===== config.mk =====
export PLATFORM = sky130hd
export DESIGN_NAME = decode_pipe_flat
export DESIGN_NICKNAME = d
export VERILOG_FILES = /design/src/rtl/decode_pipe_if.sv /design/src/rtl/decode_pipe.sv /design/src/flat_wrapper.sv
export SDC_FILE = /design/constraint.sdc
export NUM_CORES = 1
export LEC_CHECK = 0
export CAP_MARGIN = 20
export CELL_PAD_IN_SITES_DETAIL_PLACEMENT = 2
export CELL_PAD_IN_SITES_GLOBAL_PLACEMENT = 2
export CORE_AREA = 5 5 211 213
export CTS_BUF_LIST = sky130_fd_sc_hd__clkbuf_4
export CTS_CLUSTER_DIAMETER = 150
export DETAILED_ROUTE_END_ITERATION = 7
export DIE_AREA = 0 0 216 218
export PLACE_DENSITY_LB_ADDON = 0.1
export SKIP_CTS_REPAIR_TIMING = 1
export SLEW_MARGIN = 25
export SYNTH_ARGS = -nofsm -noshare
export SYNTH_HDL_FRONTEND = slang
export SYNTH_SLANG_ARGS = --single-unit

===== constraint.sdc =====
create_clock -name clk -period 15.5 [get_ports clk]
set_input_delay 4.65 -clock clk [delete_from_list [all_inputs] [get_ports clk]]
set_output_delay 4.65 -clock clk [all_outputs]
set_load 0.05 [all_outputs]

===== src/rtl/decode_pipe_if.sv =====
// rtl/decode_pipe_if.sv - decode stage handshake, write-back and decoded-bundle signals
// slave is the decoder's view; master is the fetch/execute side driving it.
interface decode_pipe_if #(
  parameter int DATA_W = 16
);
  logic              in_valid;
  logic              in_ready;
  logic [15:0]       instr;
  logic              flush;
  logic              wb_reg_write;
  logic [3:0]        wb_rd;
  logic [DATA_W-1:0] wb_data;
  logic              out_valid;
  logic              out_ready;
  logic [3:0]        out_opcode;
  logic [3:0]        out_rd;
  logic [3:0]        out_rs1;
  logic [3:0]        out_rs2;
  logic [DATA_W-1:0] out_rs1_data;
  logic [DATA_W-1:0] out_rs2_data;
  logic [DATA_W-1:0] out_imm;
  logic              out_reg_write;
  logic              out_alu_src;
  logic              out_mem_read;
  logic              out_mem_write;
  logic              out_mem_to_reg;
  logic              out_branch;
  logic              out_branch_ne;
  logic              out_halt;
  logic [3:0]        out_alu_op;
  logic              halted;

  modport slave (
    input  in_valid, instr, flush, wb_reg_write, wb_rd, wb_data, out_ready,
    output in_ready, out_valid, out_opcode, out_rd, out_rs1, out_rs2,
           out_rs1_data, out_rs2_data, out_imm, out_reg_write, out_alu_src,
           out_mem_read, out_mem_write, out_mem_to_reg, out_branch,
           out_branch_ne, out_halt, out_alu_op, halted
  );

  modport master (
    output in_valid, instr, flush, wb_reg_write, wb_rd, wb_data, out_ready,
    input  in_ready, out_valid, out_opcode, out_rd, out_rs1, out_rs2,
           out_rs1_data, out_rs2_data, out_imm, out_reg_write, out_alu_src,
           out_mem_read, out_mem_write, out_mem_to_reg, out_branch,
           out_branch_ne, out_halt, out_alu_op, halted
  );
endinterface


===== src/rtl/decode_pipe.sv =====
// rtl/decode_pipe.sv - instruction decode stage with register file, load-use stall and halt
// The bus interface DATA_W must equal this module's DATA_W.
module decode_pipe #(
  parameter int DATA_W = 16,
  parameter int NREG   = 16,
  parameter int IMM_W  = 4
) (
  input  logic          clk,
  input  logic          rst,
  decode_pipe_if.slave  bus
);
  localparam logic [3:0] OP_ADD  = 4'h0, OP_SUB = 4'h1, OP_AND = 4'h2, OP_OR  = 4'h3;
  localparam logic [3:0] OP_XOR  = 4'h4, OP_SLT = 4'h5, OP_ADDI = 4'h6, OP_LW = 4'h7;
  localparam logic [3:0] OP_SW   = 4'h8, OP_BEQ = 4'h9, OP_BNE = 4'hA, OP_HALT = 4'hF;
  localparam logic [3:0] ALU_ADD = 4'h0, ALU_SUB = 4'h1, ALU_AND = 4'h2, ALU_OR = 4'h3;
  localparam logic [3:0] ALU_XOR = 4'h4, ALU_SLT = 4'h5;

  typedef struct packed {
    logic [3:0]        opcode;
    logic [3:0]        rd;
    logic [3:0]        rs1;
    logic [3:0]        rs2;
    logic [DATA_W-1:0] rs1_data;
    logic [DATA_W-1:0] rs2_data;
    logic [DATA_W-1:0] imm;
    logic              reg_write;
    logic              alu_src;
    logic              mem_read;
    logic              mem_write;
    logic              mem_to_reg;
    logic              branch;
    logic              branch_ne;
    logic              halt;
    logic [3:0]        alu_op;
  } bundle_t;

  // Sized to the full 4-bit address space; entries at or above NREG are never written.
  logic [DATA_W-1:0] r_regs [16];
  bundle_t           r_out;
  logic              r_out_valid;
  logic              r_halted;

  logic [3:0]        w_rs1, w_rs2;
  logic              w_wb_ok, w_hazard, w_in_ready, w_accept;
  logic [DATA_W-1:0] w_rs1_data, w_rs2_data;
  bundle_t           w_dec;

  assign w_rs1   = bus.instr[7:4];
  assign w_rs2   = bus.instr[3:0];
  assign w_wb_ok = bus.wb_reg_write && (bus.wb_rd != 4'd0) && (32'(bus.wb_rd) < NREG);

  always_comb begin
    w_rs1_data = '0;
    w_rs2_data = '0;
    if (w_rs1 != 4'd0 && 32'(w_rs1) < NREG)
      w_rs1_data = (w_wb_ok && w_rs1 == bus.wb_rd) ? bus.wb_data : r_regs[w_rs1];
    if (w_rs2 != 4'd0 && 32'(w_rs2) < NREG)
      w_rs2_data = (w_wb_ok && w_rs2 == bus.wb_rd) ? bus.wb_data : r_regs[w_rs2];
  end

  always_comb begin
    w_dec          = '0;
    w_dec.opcode   = bus.instr[15:12];
    w_dec.rd       = bus.instr[11:8];
    w_dec.rs1      = w_rs1;
    w_dec.rs2      = w_rs2;
    w_dec.rs1_data = w_rs1_data;
    w_dec.rs2_data = w_rs2_data;
    w_dec.imm      = DATA_W'($signed(bus.instr[IMM_W-1:0]));
    w_dec.alu_op   = ALU_ADD;
    case (bus.instr[15:12])
      OP_ADD:  w_dec.reg_write = 1'b1;
      OP_SUB:  begin w_dec.reg_write = 1'b1; w_dec.alu_op = ALU_SUB; end
      OP_AND:  begin w_dec.reg_write = 1'b1; w_dec.alu_op = ALU_AND; end
      OP_OR:   begin w_dec.reg_write = 1'b1; w_dec.alu_op = ALU_OR;  end
      OP_XOR:  begin w_dec.reg_write = 1'b1; w_dec.alu_op = ALU_XOR; end
      OP_SLT:  begin w_dec.reg_write = 1'b1; w_dec.alu_op = ALU_SLT; end
      OP_ADDI: begin w_dec.reg_write = 1'b1; w_dec.alu_src = 1'b1; end
      OP_LW: begin
        w_dec.reg_write  = 1'b1;
        w_dec.alu_src    = 1'b1;
        w_dec.mem_read   = 1'b1;
        w_dec.mem_to_reg = 1'b1;
      end
      OP_SW:   begin w_dec.alu_src = 1'b1; w_dec.mem_write = 1'b1; end
      OP_BEQ:  begin w_dec.branch = 1'b1; w_dec.alu_op = ALU_SUB; end
      OP_BNE: begin
        w_dec.branch    = 1'b1;
        w_dec.branch_ne = 1'b1;
        w_dec.alu_op    = ALU_SUB;
      end
      OP_HALT: w_dec.halt = 1'b1;
      default: ;
    endcase
  end

  // Load-use: the load in the output register cannot forward to the instruction behind it.
  assign w_hazard   = r_out_valid && r_out.mem_read && (r_out.rd != 4'd0) &&
                      ((r_out.rd == w_rs1) || (r_out.rd == w_rs2));
  assign w_in_ready = !rst && !r_halted && !bus.flush && !w_hazard &&
                      (!r_out_valid || bus.out_ready);
  assign w_accept   = bus.in_valid && w_in_ready;

  always_ff @(posedge clk or posedge rst) begin
    if (rst) begin
      for (int i = 0; i < 16; i++) r_regs[i] <= '0;
    end else if (w_wb_ok) begin
      r_regs[bus.wb_rd] <= bus.wb_data;
    end
  end

  always_ff @(posedge clk or posedge rst) begin
    if (rst) begin
      r_out_valid <= 1'b0;
      r_out       <= '0;
      r_halted    <= 1'b0;
    end else if (bus.flush) begin
      r_out_valid <= 1'b0;
      r_out       <= '0;
    end else if (w_accept) begin
      r_out_valid <= 1'b1;
      r_out       <= w_dec;
      if (w_dec.halt) r_halted <= 1'b1;
    end else if (bus.out_ready || !r_out_valid) begin
      r_out_valid <= 1'b0;
      r_out       <= '0;
    end
  end

  assign bus.in_ready       = w_in_ready;
  assign bus.out_valid      = r_out_valid;
  assign bus.out_opcode     = r_out.opcode;
  assign bus.out_rd         = r_out.rd;
  assign bus.out_rs1        = r_out.rs1;
  assign bus.out_rs2        = r_out.rs2;
  assign bus.out_rs1_data   = r_out.rs1_data;
  assign bus.out_rs2_data   = r_out.rs2_data;
  assign bus.out_imm        = r_out.imm;
  assign bus.out_reg_write  = r_out.reg_write;
  assign bus.out_alu_src    = r_out.alu_src;
  assign bus.out_mem_read   = r_out.mem_read;
  assign bus.out_mem_write  = r_out.mem_write;
  assign bus.out_mem_to_reg = r_out.mem_to_reg;
  assign bus.out_branch     = r_out.branch;
  assign bus.out_branch_ne  = r_out.branch_ne;
  assign bus.out_halt       = r_out.halt;
  assign bus.out_alu_op     = r_out.alu_op;
  assign bus.halted         = r_halted;
endmodule


===== src/flat_wrapper.sv =====
// flat-port wrapper written by rule: the top's interface ports become plain ports
module decode_pipe_flat 
#(
  parameter int DATA_W = 16,
  parameter int NREG   = 16,
  parameter int IMM_W  = 4
)
  (clk, rst, bus_in_valid, bus_instr, bus_flush, bus_wb_reg_write, bus_wb_rd, bus_wb_data, bus_out_ready, bus_in_ready, bus_out_valid, bus_out_opcode, bus_out_rd, bus_out_rs1, bus_out_rs2, bus_out_rs1_data, bus_out_rs2_data, bus_out_imm, bus_out_reg_write, bus_out_alu_src, bus_out_mem_read, bus_out_mem_write, bus_out_mem_to_reg, bus_out_branch, bus_out_branch_ne, bus_out_halt, bus_out_alu_op, bus_halted);
  decode_pipe_if #(.DATA_W(DATA_W)) bus_i ();
  input  logic clk;
  input  logic rst;
  input wire logic [$bits(bus_i.in_valid)-1:0] bus_in_valid;
  input wire logic [$bits(bus_i.instr)-1:0] bus_instr;
  input wire logic [$bits(bus_i.flush)-1:0] bus_flush;
  input wire logic [$bits(bus_i.wb_reg_write)-1:0] bus_wb_reg_write;
  input wire logic [$bits(bus_i.wb_rd)-1:0] bus_wb_rd;
  input wire logic [$bits(bus_i.wb_data)-1:0] bus_wb_data;
  input wire logic [$bits(bus_i.out_ready)-1:0] bus_out_ready;
  output wire logic [$bits(bus_i.in_ready)-1:0] bus_in_ready;
  output wire logic [$bits(bus_i.out_valid)-1:0] bus_out_valid;
  output wire logic [$bits(bus_i.out_opcode)-1:0] bus_out_opcode;
  output wire logic [$bits(bus_i.out_rd)-1:0] bus_out_rd;
  output wire logic [$bits(bus_i.out_rs1)-1:0] bus_out_rs1;
  output wire logic [$bits(bus_i.out_rs2)-1:0] bus_out_rs2;
  output wire logic [$bits(bus_i.out_rs1_data)-1:0] bus_out_rs1_data;
  output wire logic [$bits(bus_i.out_rs2_data)-1:0] bus_out_rs2_data;
  output wire logic [$bits(bus_i.out_imm)-1:0] bus_out_imm;
  output wire logic [$bits(bus_i.out_reg_write)-1:0] bus_out_reg_write;
  output wire logic [$bits(bus_i.out_alu_src)-1:0] bus_out_alu_src;
  output wire logic [$bits(bus_i.out_mem_read)-1:0] bus_out_mem_read;
  output wire logic [$bits(bus_i.out_mem_write)-1:0] bus_out_mem_write;
  output wire logic [$bits(bus_i.out_mem_to_reg)-1:0] bus_out_mem_to_reg;
  output wire logic [$bits(bus_i.out_branch)-1:0] bus_out_branch;
  output wire logic [$bits(bus_i.out_branch_ne)-1:0] bus_out_branch_ne;
  output wire logic [$bits(bus_i.out_halt)-1:0] bus_out_halt;
  output wire logic [$bits(bus_i.out_alu_op)-1:0] bus_out_alu_op;
  output wire logic [$bits(bus_i.halted)-1:0] bus_halted;
  assign bus_i.in_valid = bus_in_valid;
  assign bus_i.instr = bus_instr;
  assign bus_i.flush = bus_flush;
  assign bus_i.wb_reg_write = bus_wb_reg_write;
  assign bus_i.wb_rd = bus_wb_rd;
  assign bus_i.wb_data = bus_wb_data;
  assign bus_i.out_ready = bus_out_ready;
  assign bus_in_ready = bus_i.in_ready;
  assign bus_out_valid = bus_i.out_valid;
  assign bus_out_opcode = bus_i.out_opcode;
  assign bus_out_rd = bus_i.out_rd;
  assign bus_out_rs1 = bus_i.out_rs1;
  assign bus_out_rs2 = bus_i.out_rs2;
  assign bus_out_rs1_data = bus_i.out_rs1_data;
  assign bus_out_rs2_data = bus_i.out_rs2_data;
  assign bus_out_imm = bus_i.out_imm;
  assign bus_out_reg_write = bus_i.out_reg_write;
  assign bus_out_alu_src = bus_i.out_alu_src;
  assign bus_out_mem_read = bus_i.out_mem_read;
  assign bus_out_mem_write = bus_i.out_mem_write;
  assign bus_out_mem_to_reg = bus_i.out_mem_to_reg;
  assign bus_out_branch = bus_i.out_branch;
  assign bus_out_branch_ne = bus_i.out_branch_ne;
  assign bus_out_halt = bus_i.out_halt;
  assign bus_out_alu_op = bus_i.out_alu_op;
  assign bus_halted = bus_i.halted;
  decode_pipe #(.DATA_W(DATA_W), .NREG(NREG), .IMM_W(IMM_W)) u_core (.clk(clk), .rst(rst), .bus(bus_i));
endmodule

# ---- After elaboration in Yosys (flattened, before gate mapping)
# Index checks and enable logic that the tools add are counted.
dict set report word_totals {
  out_inout_bits 79
  reg_bits 334
  in_bits 42
}
dict set report classes {
  n_eq_ne 15
  bitwise_logic 4
  order_cmp 4
  muxes 27
  n_reduce_logical 30
}
# op n
set ops {}
lappend ops {{256-bit bitwise mux} 1}
lappend ops {{76-bit 2-to-1 mux} 3}
lappend ops {{16-bit 2-to-1 mux} 9}
lappend ops {{16-bit binary-select mux with 4-bit select} 2}
lappend ops {{16-bit demux with 4-bit select} 1}
lappend ops {{4-bit by 3-bit equality test with 1-bit output, second input constant} 4}
lappend ops {{4-bit equality test} 4}
lappend ops {{4-bit equality test, second input constant} 4}
lappend ops {{4-bit nonzero test} 4}
lappend ops {{5-bit greater-or-equal comparator, second input constant} 3}
lappend ops {{4-bit inverter with 5-bit output} 3}
lappend ops {{3-bit one-hot mux with 5 select lines} 1}
lappend ops {{1-bit logical AND} 12}
lappend ops {{1-bit 2-to-1 mux} 10}
lappend ops {{4-bit by 2-bit equality test with 1-bit output, second input constant} 2}
lappend ops {{8-bit OR reduction} 1}
lappend ops {{3-bit OR reduction} 2}
lappend ops {{1-bit zero test} 5}
lappend ops {{5-bit by 1-bit less-than comparator with 1-bit output, second input constant} 1}
lappend ops {{4-bit by 1-bit equality test with 1-bit output, second input constant} 1}
lappend ops {{4-bit zero test} 1}
lappend ops {{3-bit AND reduction} 1}
lappend ops {{3-bit nonzero test} 1}
lappend ops {{1-bit logical OR} 2}
lappend ops {{other kinds (2)} 2}

# ---- Depth between registers and ports, before layout
# Gate-level depths: netlist (run 1).
dict set report logic_depth {
  depth_word 9
  depth_mapped 9
}

# ---- Worst setup path before layout (run 1)
# Ideal clock, no wire load.
dict set report synth_timing {
  path_type {input to output}
  from {input port bus_instr[3]}
  to {output port bus_in_ready}
  setup_slack_ps 4939
  n_path_buf 1
  cell_stages 5
  arrival_ps 5911
  path_cell_list {buf_2 xnor2_1 nand4_1 a21oi_4 nor2b_1}
}
dict set report synth_between {
  elab_chain_len 6
}
# item line
set synth_rtl {}
lappend synth_rtl {{start, declared} flat_wrapper.sv:13} ;# input wire logic [$bits(bus_i.instr)-1:0] bus_instr;
lappend synth_rtl {{4-bit equality test} decode_pipe.sv:99} ;# ((r_out.rd == w_rs1) || (r_out.rd == w_rs2));
lappend synth_rtl {{1-bit logical OR} decode_pipe.sv:99}
lappend synth_rtl {{1-bit logical AND} decode_pipe.sv:98} ;# assign w_hazard = r_out_valid && r_out.mem_read && (r_out.rd != 4'd0) &&
lappend synth_rtl {{1-bit zero test} decode_pipe.sv:100} ;# assign w_in_ready = !rst && !r_halted && !bus.flush && !w_hazard &&
lappend synth_rtl {{1-bit logical AND (2 in series)} decode_pipe.sv:100}
lappend synth_rtl {{end, declared} flat_wrapper.sv:19} ;# output wire logic [$bits(bus_i.in_ready)-1:0] bus_in_ready;
# Every way passes these cells.

# ---- Final worst setup path (run 1)
dict set report layout_timing {
  from {input port bus_instr[7]}
  to {output port bus_in_ready}
}
# Same word-level chain as after synthesis.

==> results_dict.tcl, run 1 <==
set metrics [dict create \
    clockBufferDepth 3 \
    worstPathMaxFanout 36 \
    layout.nets 1296 \
    slew-limit-headroom_pct 30.1 \
    syn2layout_area_growth_pct 15.2 \
    total_power_mw 2.34 \
    ir_drop_v 0.0000474 \
    start_kind "primary input" \
    hold_slack_ns 0.400 \
    largest_reg_flops 256 \
    cellPowerDensity_nw_per_um2 124 \
    synth-compound-area-share_pct 5.60 \
    fin_skew_ns 0.0541 \
    rr_worst_depth 6 \
    synth-seq-area-share_pct 48.2 \
    synth_simple_gate_area_share_pct 4.71 \
    finalWorstSetupSlack_ns 3.91 \
    overflow 0 \
    antenna_found_initial 2 \
    async_flop_share_pct 100 \
    synth_edf_count 0 \
    synth_fp_nets 1200 \
    tightest_slew_ns 1.05 \
    ys_seq_elements 316 \
    cts_root_buf "clkbuf_4" \
    hold_start "u_core.r_regs[242]" \
    critPathCaptureType "output port" \
    insertion_delay_ns 0.78 \
    cp_top_family "buffers and inverters" \
    seq_area_um2 7910 \
    design_area_um2 18900 \
    crit_start "bus_instr[7]" \
    cts.htree.levels 3 \
    fmax_ghz 0.0863 \
    track_usage_pct 21.9 \
    totalWireLength_um 50600 \
    cts_tree "yes" \
    crit-reg2reg-launch "u_core.bus.out_rd[1]" \
    setup_violations 0 \
    wl_per_cell_um 27.2 \
    fillers 4153 \
    drive_above_1_share_pct 42.6 \
    cts_sinks 316 \
    r2r-end "u_core.bus.out_rs2_data[2]" \
    post-route-util_pct 44.4 \
    synth-xor-area-share_pct 0.908 \
    dr_total_vias 10600 \
    min_period_ns 11.59 \
    p_leak_nw 7.91 \
    route.detailed.drc 0 \
    reg2reg_slack_ns 12.94 \
    vias_per_cell 5.70 \
    synth_cells 1158 \
    final_cell_count_no_fill 1859 \
    cts_buffers 91 \
    maxSlewViolCount 0 \
    drt_iter0_drc 477 \
    hold_path.class "register to register" \
    critical_path.max_stage_delay_ns 0.76 \
    finalSetupTns_ns 0 \
    synth_top_area_share_pct 48.2 \
    synthFlopType "dfrtp_1" \
    worstPathCellList "buf_2 > xnor2_1 > nand4_1 > a21oi_4 > nor2b_1 > clkdlybuf4s50_1" \
    synth_area_leader_cell "dfrtp_1" \
    grt_pass1_wl_um 77700 \
    min_path_cells 0 \
    critPathSlowestCell "buf_2" \
    critical_path_buf_inv_count 2 \
    synth_top_family_by_area "multiplexers" \
    period_share_pct 74.8 \
    core-area_um2 42500 \
    hold_violations 0 \
    clkTransAtPathRegs_ns 0.07 \
    die_w_um 216 \
    synth_cell_type_count 40 \
    place_hpwl_um 30600 \
    avgSynthCellArea_um2 14.2 \
    muxShareOfSynthArea_pct 36.2 \
    status "completed" \
    min_to "u_core.r_regs[242]" \
    port-buffer-count 119 \
    dpl.cell_count 1707 \
    dpl_cell_area_um2 17800 \
    cp_data_arrival_time_ns 6.94 \
    required_ns 10.85 \
    synth_area_leaders "dfrtp_1, mux4_2, mux2_2" \
    drt_pass1_iterations 4 \
    dp_slack_ns 3.89 \
    row_count 76 \
    grt_pass1_vias 12000 \
    initial_utilization_pct 38.6 \
    gp_congestion 0.716 \
    synth-adder-area-share_pct 0 \
    regMostFlops "u_core.r_regs" \
    multi_input_area_um2 7860 \
    grt_max_degree 134 \
    crit_type "primary input to output port" \
    synth_area_um2 16400 \
    detail-route-antenna-nets 0 \
    dieArea_um2 47100 \
    rsz0062_at_grt "no" \
    yosys_warnings 0 \
    ioPinCount 121 \
    maxCapViolations 0 \
    die_h_um 218 \
]
cell type report:
class	instances	area share, %
multi-input combinational	703	41.6
antenna	1	0.0133
clock inverter	16	0.338
timing repair buffer	140	7.06
sequential	316	41.9
tap	546	3.62
clock buffer	135	5.37
inverter	2	0.106
how the worst max path moves through the flow:
stage	to	cells after the start	slack, ns
finish	bus_in_ready	6	3.91
global route	bus_in_ready	6	3.78
CTS	bus_in_ready	6	3.88
detailed placement	bus_in_ready	6	3.89
global placement	bus_in_ready	6	3.93
floorplan	u_core.bus.halted	1	2.11
cell usage in the layout (no fill, tap or decap), types with 2 or more instances in the layout:
cell type | synthesis | routed
inv_2 | 0 | 4
a21oi_1 | 31 | 31
nand4_1 | 2 | 2
buf_8 | 0 | 2
clkinv_1 | 0 | 11
a22oi_1 | 30 | 30
mux2_2 | 243 | 243
nor2b_1 | 35 | 33
a211oi_1 | 30 | 30
nor3_1 | 4 | 4
a22o_1 | 20 | 20
a32o_1 | 4 | 4
dfrtp_1 | 316 | 316
o21ai_0 | 3 | 3
or3_1 | 3 | 3
and4bb_2 | 2 | 2
mux2i_1 | 32 | 32
nand2_1 | 79 | 79
nor3_4 | 2 | 2
nor2_1 | 11 | 2
clkdlybuf4s50_1 | 0 | 111
nand3b_1 | 4 | 4
nand3_1 | 3 | 3
nor2_2 | 1 | 2
nor2_4 | 0 | 8
clkbuf_4 | 0 | 135
or4_1 | 3 | 3
o21ai_1 | 4 | 4
buf_4 | 30 | 23
mux4_2 | 128 | 128
xnor2_1 | 16 | 16
o31ai_1 | 3 | 3
buf_2 | 40 | 4
nand2b_1 | 2 | 2
kinds of logic after synthesis:
| kind of cell | Yosys count |
|---|---|
| simple gates | 154 |
| flops | 316 |
| other cells | 1 |
| buf+inv | 139 |
| xor+xnor | 17 |
| mux | 403 |
| compound gates | 128 |
power breakdown:
| part | switching [mW] | leakage, nW | internal (mW) | total (mW) |
|---|---|---|---|---|
| registers | 0.111 | 3.99 | 0.978 | 1.09 |
| clock network | 0.360 | 0.655 | 0.392 | 0.752 |
| logic | 0.207 | 3.26 | 0.294 | 0.501 |
| total | 0.678 | 7.91 | 1.66 | 2.34 |
synth_stat cells, drive strengths merged, types with 2 or more instances:
master / n
mux4: 128
nor3: 6
o21ai: 7
nand3b: 4
nand3: 3
and4bb: 2
buf: 74
o31ai: 3
clkbuf: 63
nand4: 2
nand2b: 2
a22oi: 30
inv: 2
a21oi: 32
or4: 3
dfrtp: 316
a32o: 4
or3: 3
nand2: 79
mux2: 243
nor2: 12
mux2i: 32
nor2b: 35
a211oi: 30
a22o: 20
xnor2: 16
routing by layer:
metal  vias to the layer above  GRT usage (%)  routed length (um)
met5                         -              0                  12
met4                         2           8.08                1370
met3                        81           4.07                2380
met2                       257           35.8               24200
met1                      5676           29.3               22600
li1                       4581              -                   -
(Power assumes the default switching activity.)
==> run 2, diff against run 1 <==
Clock period 15.5 ns to 9.7 ns, I/O delays scaled along.
==> run 2 against run 1 <==
Effect of this change: count of clock-buffer cells in the layout increased by 1; non-clock buffer count up 3; wire length is 1.4% higher; cell count up 0.81%; sequential power up 60%; via count is 0.52% higher; worst hold slack got worse by 0.0036 ns; critical path depth did not move; clock power increased by 80%; core utilization rose by 0.37 points; power increased by 66%; die area unchanged; critical endpoint unchanged; largest power group unchanged.
==> results_dict.tcl, run 2 (synthesized netlist as in run 1, its figures left out) <==
set metrics [dict create \
    fillers 4141 \
    dieArea_um2 47100 \
    cellPowerDensity_nw_per_um2 204 \
    totalWireLength_um 51300 \
    core-area_um2 42500 \
    regMostFlops "u_core.r_regs" \
    detail-route-antenna-nets 0 \
    cp_data_arrival_time_ns 4.98 \
    final_cell_count_no_fill 1874 \
    setup_violations 0 \
    slew-limit-headroom_pct 34.7 \
    total_power_mw 3.89 \
    met2_usage_pct 37.3 \
    drive_above_1_share_pct 42.7 \
    min_to "u_core.r_regs[243]" \
    wl_per_cell_um 27.4 \
    drt_pass1_iterations 4 \
    dp_slack_ns 1.80 \
    cts_tree "yes" \
    hold_start "u_core.r_regs[243]" \
    p_leak_nw 7.98 \
    overflow 0 \
    design_area_um2 19000 \
    gr-usage-met1_pct 29.9 \
    drt_iter0_drc 479 \
    status "completed" \
    min_path_cells 0 \
    largest_reg_flops 256 \
    initial_utilization_pct 38.6 \
    ir_drop_v 0.0000665 \
    dr_total_vias 10700 \
    cts_buffers 93 \
    route.detailed.drc 0 \
    antenna_found_initial 2 \
    r2r-end "u_core.bus.out_rs2_data[7]" \
    top_usage_layer "met2" \
    period_share_pct 81.4 \
    insertion_delay_ns 0.80 \
    fin_skew_ns 0.0286 \
    grt_max_degree 68 \
    reg2reg_slack_ns 7.13 \
    crit-reg2reg-launch "u_core.bus.out_valid" \
    finalSetupTns_ns 0 \
    place_hpwl_um 31000 \
    syn2layout_area_growth_pct 16.1 \
    worstPathMaxFanout 23 \
    vias_per_cell 5.68 \
    maxSlewViolCount 0 \
    grt_pass1_vias 12100 \
    hold_path.class "register to register" \
    track_usage_pct 22.2 \
    fmax_ghz 0.127 \
    final_common_cell "dfrtp_1" \
    cts.htree.levels 3 \
    crit_start "bus_instr[5]" \
    port-buffer-count 119 \
    gp_congestion 0.741 \
    min_period_ns 7.89 \
    dpl_cell_area_um2 17800 \
    clockBufferDepth 3 \
    cts_root_buf "clkbuf_4" \
    critPathCaptureType "output port" \
    ioPinCount 121 \
    use_met3_pct 3.85 \
    most-common-layout-cells "dfrtp_1, mux2_2, clkbuf_4" \
    hold_violations 0 \
    dpl.cell_count 1710 \
    required_ns 6.79 \
    start_kind "primary input" \
    rr_worst_depth 6 \
    grt_pass1_wl_um 79000 \
    rsz0062_at_grt "no" \
    tightest_slew_ns 0.977 \
    row_count 76 \
    finalWorstSetupSlack_ns 1.81 \
    die_h_um 218 \
    die_w_um 216 \
    multi_input_area_um2 7860 \
    maxCapViolations 0 \
    cts_sinks 316 \
    clkTransAtPathRegs_ns 0.06 \
    seq_area_um2 7910 \
    crit_type "primary input to output port" \
    layout.nets 1301 \
]
[run 2: changes by cell type in the layout (fill, tap and decap cells not counted)]
cell	before	now
buf_4	23	28
buf_8	2	0
bufinv_16	0	4
clkbuf_4	135	136
clkinv_1	11	20
clkinv_2	0	1
clkinv_4	0	1
clkinv_8	1	0
inv_2	4	1
or3_1	3	2
or3_2	0	1
[run 2: power by group]
part / total (mW) / switching, mW / leakage (nW) / internal [mW]
Combinational: 0.797 / 0.328 / 3.26 / 0.469
Sequential: 1.74 / 0.181 / 3.99 / 1.56
Clock: 1.35 / 0.601 / 0.726 / 0.744
[run 2: per-layer routing]
metal	routed length (um)	part of all wire, %
met1	22900	45
met2	25300	49
met3	2240	4.4
met4	819	1.6
met5	20	0.039
[run 2: through the flow]
step / hold slack, ns / utilization [%]
floorplan: 0.441 / -
global placement: 0.377 / 41.9
detailed placement: 0.385 / 41.9
CTS: 0.398 / 44.8
global route: 0.414 / 44.8
finish: 0.397 / 44.8
[run 2: worst max-delay path by stage]
stage,end,slack (ns),cells after the start
after floorplan,u_core.bus.halted,2.58,1
after global placement,bus_in_ready,1.78,6
after detailed placement,bus_in_ready,1.80,6
after CTS,bus_in_ready,1.78,6
after global routing,bus_in_ready,1.66,6
final,bus_in_ready,1.81,6
[run 2: worst max-delay path: stages]
cell and delay (ns):
buf_2 0.56, xnor2_1 0.20, nand4_1 0.15, a21oi_4 0.35, nor2b_1 0.09, clkdlybuf4s50_1 0.72
[run 2: cell type report]
cell class	instances	share of cell area, %
flip-flops and latches	316	41.5
multi-input cells	703	41.3
repair buffers	143	7.05
clock buffers	136	5.36
well taps	546	3.59
clock inverters	27	1.12
inverters	2	0.0592
diodes	1	0.0131
==> run 3, diff against run 2 <==
Clock period 9.7 ns to 6.5 ns, I/O delays scaled along.
==> run 3 against run 2 <==
Effect of this change: core utilization shrank 0.13 points; highest routed layer unchanged; largest power group unchanged; register-to-register slack lost 3.3 ns; clock power grew 37%; power grew 45%; setup slack lost 1.0 ns; sequential power grew 49%; design area shrank 0.28%; flip-flop and latch count is the same; die area is the same; critical endpoint unchanged; non-clock buffer count grew 2.
==> results_dict.tcl, run 3 (synthesized netlist as in run 1, its figures left out) <==
set metrics [dict create \
    totalWireLength_um 52200 \
    cp_data_arrival_time_ns 3.79 \
    cts_root_buf "clkbuf_4" \
    critical_path_buf_inv_count 2 \
    cts_buffers 91 \
    largest_reg_flops 256 \
    crit-reg2reg-launch "u_core.bus.out_rd[1]" \
    initial_utilization_pct 38.6 \
    crit_end "bus_in_ready" \
    finalSetupTns_ns 0 \
    cts.htree.levels 3 \
    min_path_cells 0 \
    total_power_mw 5.64 \
    final_common_cell "dfrtp_1" \
    wl_per_cell_um 27.9 \
    die_h_um 218 \
    place_hpwl_um 30800 \
    ioPinCount 121 \
    layout.nets 1301 \
    dr_total_vias 10700 \
    clkTransAtPathRegs_ns 0.06 \
    route.detailed.drc 0 \
    detail-route-antenna-nets 0 \
    reg2reg_slack_ns 3.84 \
    regMostFlops "u_core.r_regs" \
    grt_pass1_vias 12100 \
    grt_max_degree 146 \
    critPathCaptureType "output port" \
    overflow 0 \
    core-area_um2 42500 \
    rr_worst_depth 6 \
    slew-limit-headroom_pct 32.8 \
    post-route-util_pct 44.7 \
    crit_type "primary input to output port" \
    die_w_um 216 \
    final_cell_count_no_fill 1871 \
    most-common-layout-cells "dfrtp_1, mux2_2, clkbuf_4" \
    start_kind "primary input" \
    ir_drop_v 0.000104 \
    port-buffer-count 119 \
    cts_tree "yes" \
    worstPathMaxFanout 2 \
    rsz0062_at_grt "no" \
    required_ns 4.55 \
    drt_iter0_drc 500 \
    fin_skew_ns 0.0393 \
    hold_slack_ns 0.396 \
    antenna_found_initial 3 \
    critPathSlowestCell "clkdlybuf4s50_1" \
    vias_per_cell 5.71 \
    status "completed" \
    dieArea_um2 47100 \
    setup_violations 0 \
    crit_start "bus_flush" \
    grt_pass1_wl_um 80100 \
    fmax_ghz 0.174 \
    r2r-end "u_core.bus.out_rs1_data[11]" \
    maxSlewViolCount 0 \
    drive_above_1_share_pct 43.1 \
    maxCapViolations 0 \
    hold_violations 0 \
    cts_sinks 316 \
    track_usage_pct 22.6 \
    min_period_ns 5.74 \
    cellPowerDensity_nw_per_um2 297 \
    p_leak_nw 7.96 \
    tightest_slew_ns 1.01 \
    dpl.cell_count 1712 \
    path_depth 4 \
    gp_congestion 0.748 \
    clockBufferDepth 3 \
    period_share_pct 88.3 \
    worstPathCellList "clkdlybuf4s50_1 > nor4_1 > nor2b_1 > clkdlybuf4s50_1" \
    drt_pass1_iterations 4 \
    row_count 76 \
    crit_top_cell "clkdlybuf4s50_1" \
    cp_top_family "buffers and inverters" \
    insertion_delay_ns 0.79 \
    critical_path.max_stage_delay_ns 0.82 \
    hold_path.class "register to register" \
    syn2layout_area_growth_pct 15.8 \
]
==> run 3: cell types whose count changed in the layout (fill, tap and decap cells not counted), sizes merged <==
cell	previous run	this run
clkinv	22	13
clkinvlp	1	2
clkbuf	136	140
inv	2	5
buf	32	34
bufinv	4	0
==> run 3: worst min path at each step <==
stage | startpoint | to
CTS | u_core.r_regs[247] | u_core.r_regs[247]
finish | u_core.r_regs[242] | u_core.r_regs[242]
detailed placement | u_core.r_regs[253] | u_core.r_regs[253]
floorplan | u_core.r_regs[240] | u_core.r_regs[240]
global placement | u_core.r_regs[248] | u_core.r_regs[248]
global route | u_core.r_regs[253] | u_core.r_regs[253]
==> run 3: layer usage <==
metal / track usage (%) / up-vias / part of all wire [%] / wire, um
met1: 31.0 / 5759 / 45 / 23700
met2: 37.4 / 245 / 49 / 25500
li1: - / 4598 / - / -
met5: 0 / - / 0.025 / 13
met4: 6.64 / 2 / 2.0 / 1050
met3: 3.73 / 77 / 3.7 / 1950
==> run 3: area by class of cell <==
cell class,instances,area [um2]
Inverter,2,11.3
Clock buffer,140,1050
Multi-Input combinational cell,703,7860
Clock inverter,18,72.6
Antenna cell,1,2.50
Fill cell,4133,23500
Timing Repair Buffer,145,1390
Sequential cell,316,7910
Tap cell,546,683
==> run 3: power breakdown <==
part           switching, mW  internal [mW]
clock                  0.878          0.971
combinational          0.487          0.704
sequential             0.265           2.33
==> run 3: metrics by stage <==
step                      setup slack [ns]  area [um2]
final                                0.761       19000
after global routing                 0.688       19000
after CTS                            0.734       19000
after detailed placement             0.738       17900
after global placement               0.736       17900
after floorplan                      0.339       16400
